===== src/rtl/acu_write_ctrl.sv =====
// Write-side execution controller for the accumulator. It accepts ALU ops over valid/ready,
// combines each operand with the accumulator readback, and drives the accumulator write and the zero/carry flags.
module acu_write_ctrl #(
  parameter int WIDTH = 8
) (
  input  logic             clk,
  input  logic             rst,
  input  logic             op_valid,
  output logic             op_ready,
  input  logic [2:0]       opcode,
  input  logic [WIDTH-1:0] operand,
  input  logic [WIDTH-1:0] acu_q,
  output logic [WIDTH-1:0] acu_d,
  output logic             ce_acu,
  output logic             flag_z,
  output logic             flag_c,
  output logic             busy
);

  localparam int SW = $clog2(WIDTH);

  typedef enum logic [1:0] {IDLE, SHIFT, WRITE} state_t;
  typedef enum logic [2:0] {
    OP_NOP, OP_LOAD, OP_ADD, OP_SUB, OP_AND, OP_OR, OP_XOR, OP_SHL
  } op_t;

  state_t           state;
  op_t              op;
  logic [WIDTH-1:0] sreg;
  logic [SW-1:0]    cnt;
  logic             carry_tmp;
  logic [WIDTH-1:0] alu_res;
  logic             alu_c;
  logic [WIDTH:0]   sum;
  logic [WIDTH:0]   diff;
  logic [SW-1:0]    shamt;
  logic             accept;

  assign op       = op_t'(opcode);
  assign op_ready = (state == IDLE) && !rst;
  assign busy     = (state != IDLE);
  assign accept   = op_valid && op_ready;
  assign shamt    = operand[SW-1:0];
  assign sum      = {1'b0, acu_q} + {1'b0, operand};
  // The extra top bit of the difference is the borrow (set iff operand > acu_q).
  assign diff     = {1'b0, acu_q} - {1'b0, operand};

  // NOTE: every variable written here gets a default first, so no latch is inferred.
  always_comb begin
    alu_res = operand;
    alu_c   = 1'b0;
    case (op)
      OP_ADD: begin alu_res = sum[WIDTH-1:0];  alu_c = sum[WIDTH];  end
      OP_SUB: begin alu_res = diff[WIDTH-1:0]; alu_c = diff[WIDTH]; end
      OP_AND: alu_res = acu_q & operand;
      OP_OR:  alu_res = acu_q | operand;
      OP_XOR: alu_res = acu_q ^ operand;
      default: alu_res = operand;
    endcase
  end

  // NOTE: sequential state uses non-blocking assignments only, so every register samples pre-edge values.
  always_ff @(posedge clk) begin
    if (rst) begin
      state     <= IDLE;
      acu_d     <= '0;
      ce_acu    <= 1'b0;
      flag_z    <= 1'b0;
      flag_c    <= 1'b0;
      sreg      <= '0;
      cnt       <= '0;
      carry_tmp <= 1'b0;
    end else begin
      ce_acu <= 1'b0;
      case (state)
        IDLE: begin
          if (accept) begin
            if (op == OP_SHL) begin
              sreg      <= acu_q;
              cnt       <= shamt;
              carry_tmp <= 1'b0;
              if (shamt == '0) begin
                acu_d  <= acu_q;
                ce_acu <= 1'b1;
                state  <= WRITE;
              end else begin
                state <= SHIFT;
              end
            end else if (op != OP_NOP) begin
              acu_d     <= alu_res;
              carry_tmp <= alu_c;
              ce_acu    <= 1'b1;
              state     <= WRITE;
            end
          end
        end
        SHIFT: begin
          carry_tmp <= sreg[WIDTH-1];
          sreg      <= {sreg[WIDTH-2:0], 1'b0};
          cnt       <= cnt - SW'(1);
          // The last shift lands its result straight in acu_d so the write follows immediately.
          if (cnt == SW'(1)) begin
            acu_d  <= {sreg[WIDTH-2:0], 1'b0};
            ce_acu <= 1'b1;
            state  <= WRITE;
          end
        end
        WRITE: begin
          flag_z <= (acu_d == '0);
          flag_c <= carry_tmp;
          state  <= IDLE;
        end
        default: state <= IDLE;
      endcase
    end
  end

endmodule


===== config.mk =====
export PLATFORM = sky130hd
export DESIGN_NAME = acu_write_ctrl
export DESIGN_NICKNAME = d
export VERILOG_FILES = /design/src/rtl/acu_write_ctrl.sv
export SDC_FILE = /design/constraint.sdc
export NUM_CORES = 1
export LEC_CHECK = 0
export CAP_MARGIN = 20
export CORE_MARGIN = 3
export CORE_UTILIZATION = 47
export CTS_CLUSTER_SIZE = 8
export DETAILED_ROUTE_END_ITERATION = 10
export GPL_ROUTABILITY_DRIVEN = 0
export PLACE_DENSITY_LB_ADDON = 0.12
export SLEW_MARGIN = 20
export SYNTH_ARGS = -nofsm -noshare
export SYNTH_HDL_FRONTEND = slang
export SYNTH_SLANG_ARGS = --single-unit

===== constraint.sdc =====
create_clock -name clk -period 5.6 [get_ports clk]
set_input_delay 1.12 -clock clk [delete_from_list [all_inputs] [get_ports clk]]
set_output_delay 1.12 -clock clk [all_outputs]
set_load 0.01 [all_outputs]

Yosys cells after proc, flatten, opt, wreduce, memory -nomap -nowiden. Cells that the tools add are included.

Add/subtract/negate cells: 3. Equality and inequality tests: 14. Mux-type cells: 30. Bitwise logic cells: 3. Reduce and logical (&&, ||, !) cells: 13.

Operators by type and width (number): 8-bit two-way mux (7); 8-bit case mux with 5 select lines (1); 8-bit case mux with 2 select lines (2); 3-bit equality test, second input constant (4); 2-bit two-way mux (5); 8-bit by 8-bit adder with 9-bit output (1); 3-bit AND reduction (3); 8-bit by 8-bit subtractor with 9-bit output (1); 8-bit AND (1); 8-bit zero test (1); 1-bit two-way mux (8); 8-bit OR (1); 8-bit XOR (1); 3-bit by 2-bit equality test with 1-bit output, second input constant (2); 3-bit two-way mux (2); 1-bit case mux with 2 select lines (3); 3-bit case mux with 2 select lines (1); 5-bit AND reduction (1); 2-bit inequality test, second input constant (2); 2-bit case mux with 2 select lines (1); 2-bit nonzero test (2); 3-bit by 1-bit equality test with 1-bit output, second input constant (1); 3-bit zero test (1); 3-bit by 1-bit inequality test with 1-bit output, second input constant (1); other kinds (9) (10).

Register bits after elaboration: 25. Bits of input ports: 22. Output and inout port bits: 13. Logic and storage cells: 71.

Depth between registers and ports, before layout.
Depth after elaboration: 6. Gate-level depth with buffers: 9. Depth with buffers taken out: 9.

Worst setup path after synthesis. No wires, ideal clock.

Kind: input to register. Start point: in acu_q[0]. End point: reg carry_tmp. Setup time: 0.122 ns. Arrival: 2.680 ns. Required time: 5.478 ns. Setup slack: 2.798 ns. Stages: 9. Buffers on the path: 0. Cells stage by stage: inv_1 ha_1 fa_1 o21bai_1 a21oi_1 o31a_1 o21ai_0 a21boi_0 a311o_1.

Longest elaborated chain between the ends: 6. Elaborated cells on any way between the ends: 7. Classes of those cells: 2 x add/sub; 5 x mux.

RTL lines: start, declared (RTL line 12) `input logic [WIDTH-1:0] acu_q,`; 8-bit by 8-bit subtractor with 9-bit output / 8-bit by 8-bit adder with 9-bit output (equally long branches) (RTL line 46, 44); 1-bit case mux with 2 select lines * (RTL line 52) `case (op)`; 1-bit two-way mux * (RTL line 89) `end else if (op != OP_NOP) begin`; 1-bit two-way mux * (RTL line 78) `if (op == OP_SHL) begin`; 1-bit two-way mux * (RTL line 77) `if (accept) begin`; 1-bit case mux with 2 select lines * (RTL line 75) `case (state)`; end signal, assigned (RTL line 91) `carry_tmp <= alu_c;`; end signal, assigned (RTL line 98) `carry_tmp <= sreg[WIDTH-1];`; end, declared (RTL line 31) `logic carry_tmp;`.

Mark *: on every way between the ends. The rest lies on a longest branch, timed or not. The select of a mux whose other input is x is not followed. A chain may end at the register's enable or synchronous reset.

Final worst setup path.
Start point: in rst. End point: out op_ready.

Longest elaborated chain between the ends: 2.

RTL lines: start, declared (RTL line 7) `input logic rst,`; 1-bit zero test (RTL line 40) `assign op_ready = (state == IDLE) && !rst;`; 1-bit logical AND (RTL line 40); end, declared (RTL line 9) `output logic op_ready,`.

Every way passes these cells.

==> results.toml <==
[run_status]
outcome = "completed"

[floorplanning]
row_count = 26
core_um2 = 5140
io_pins = 35
initial_core_util_pct = 49.0
die_width_um = 79.2
dieArea_um2 = 6270
dieHeight_um = 79.2

[synth]
yosysSeqAreaShare_pct = 19.9
async_reset_ff_share_pct = 0
yosysWarnings = 0
netlist_instances = 322
syn-cell-area_um2 = 2520
synthFlopType = "dfxtp_1"
yosysUniqueCellTypes = 57
synth_edf_count = 0
ys_ff_latch = 25
avgSynthCellArea_um2 = 7.82
syn-num-nets = 372

[final_layout]
fin_nets = 391
mostFrequentLayoutCells = "a21oi_1 (40), clkdlybuf4s50_1 (34), ha_1 (26)"
syn_to_final_growth_pct = 13.8
final_common_cell = "a21oi_1"
num-fill-cells = 530
drive_gt1_share_pct = 5.29
stdcell_area_um2 = 2870
final_cells = 410
n_antenna_cell = 0

[grt]
first_global_vias = 2234
antenna_found_initial = 0
grt_use_total_pct = 21.4
grt_overflow_total = 0
grt_pass1_wl_um = 10800
grt_start_max_net_pins = 26

[detailed_routing]
drt-wirelength-per-cell_um = 16.2
vias_per_cell = 5.73
drtAntennaViolNets = 0
drc = 0
wl_um = 6620
drt_iter0_markers = 183
drt-pass1-iter-count = 4
num_vias = 2350

[timing]
fmax_ghz = 0.264
rsz0062_at_grt = "false"
max_slew.worst_pin.slew_ps = 801
worst_slack_ps = 1810
finalCriticalPeriod_ps = 3790
finalHoldViolCount = 0
drv_slew = 0
relSlewSlack_pct = 46.5
finalSetupTns_ps = 0
setup_viol = 0
fin_skew_ps = 2.86
fin_crit_sh_pct = 67.7
whs_ps = 461

[critical_path]
crit_top_cell = "clkdlybuf4s50_1"
crit_path_start = "rst"
worstPathArrival_ps = 2670
critPathLaunchType = "primary input"
cp.required_ps = 4480
r2r_start = "cnt[1]"
slowest_delay_ps = 590
critical_path_class = "primary input to primary output"
crit_slowest_cell = "clkdlybuf4s50_1"
worstPathMaxFanout = 18
cp-end-kind = "primary output"
path_cells = "clkdlybuf4s50_1 > buf_4 > nor2_4 > clkdlybuf4s50_1"

[power_and_ir_drop]
powerDensity_nw_per_um2 = 170
p_leak_nw = 1.13
vdd_drop_max_mv = 0.139

[clocking]
cts_buffers = 3
cts.sinks = 25
cts_resized = 0
post_cts_buffers = 0
cts_tree = "done"
clock_path_buffers = 2
cts_hold_buf = 0
clk_pin_slew_ps = 80
insertion_delay_ps = 270
htreeDepth = 1
cts_root_buf = "clkbuf_8"

[placement]
dpl.hpwl_um = 5140
placed_cells = 406
portBuffers = 34
dpl_cell_area_um2 = 2820
pre_cts_ws_ps = 1680

[min_path]
hold_class = "flip-flop to flip-flop"
hp-start = "flag_z"

[job]
maxCapViolCount = 0
## logic make-up (layout without fill, tap and decap cells)
| family | count (synthesis) | in the layout | synth area share, % |
|---|---|---|---|
| flops | 25 | 25 | 19.9 |
| fa+ha+maj | 28 | 28 | 14.5 |
| xor+xnor | 4 | 4 | 1.39 |
| mux | 17 | 17 | 7.50 |
| simple gates | 88 | 88 | 18.7 |
| buf+inv | 47 | 65 | 9.34 |
| compound gates | 113 | 113 | 28.7 |
## routing by layer
layer	part of all wire [%]	up-vias	track usage, %
met5	0	-	0
met2	48	52	36.0
li1	-	1187	-
met1	48	1107	29.5
met3	4.0	4	3.51
met4	0.57	0	2.75
## power breakdown
part           switching [mW]  internal [mW]
Sequential            0.00747          0.187
Clock                  0.0555         0.0509
Combinational           0.102         0.0844
Total                   0.165          0.323
## cell usage after synthesis (2+ instances only)
library cell | number | area [um2]
a211oi_1 | 9 | 67.6
a21o_1 | 3 | 22.5
a21oi_1 | 40 | 200
a31oi_1 | 2 | 12.5
and3_1 | 2 | 12.5
buf_1 | 2 | 7.51
buf_2 | 8 | 40.0
buf_6 | 5 | 56.3
clkbuf_1 | 6 | 22.5
dfxtp_1 | 25 | 500
fa_1 | 2 | 40.0
ha_1 | 26 | 325
inv_1 | 25 | 93.8
mux2_2 | 3 | 33.8
mux2_4 | 3 | 45.0
mux2i_1 | 11 | 110
nand2_1 | 22 | 82.6
nand2b_1 | 13 | 81.3
nand3_1 | 4 | 20.0
nor2_1 | 20 | 75.1
nor2b_1 | 4 | 25.0
nor3_1 | 8 | 40.0
nor4b_1 | 2 | 17.5
o21ai_0 | 25 | 125
o21bai_1 | 4 | 30.0
o221ai_1 | 3 | 26.3
o22ai_1 | 5 | 31.3
o311ai_0 | 6 | 52.6
o32ai_1 | 2 | 17.5
or3_1 | 2 | 12.5
or4_1 | 2 | 15.0
xnor2_1 | 3 | 26.3
## layout make-up
type	count	area, um2	area share, %
multi-input cells	250	1780	62.2
flip-flops and latches	25	500	17.5
repair buffers	36	355	12.4
inverters	25	93.8	3.28
well taps	70	87.6	3.06
clock buffers	4	45.0	1.57
## path summary, 6_finish.rpt
path	to	slack, ps	cells after the start
min reg2reg	flag_z	460	2
min	flag_z	460	2
max	op_ready	1810	4
max reg2reg	acu_d[7]	3370	8
## worst max-delay path: cells and delay by family
kind / cells / cell delay, ps
buf+inv: 3 / 1420
simple gates: 1 / 120
## registers in the layout, indices dropped and copies added (netlist names)
register,flops
flag_z,1
flag_c,1
sreg,8
acu_d,8
state,2
ce_acu,1
carry_tmp,1
cnt,3
## through the flow
| stage | power [mW] | utilization (%) |
|---|---|---|
| after floorplan | 0.320 | - |
| after global placement | 0.383 | 54.9 |
| after detailed placement | 0.383 | 54.9 |
| after CTS | 0.490 | 55.7 |
| after global routing | 0.519 | 55.7 |
| final | 0.488 | 55.7 |
No activity file was read; power rests on OpenSTA's default activity.
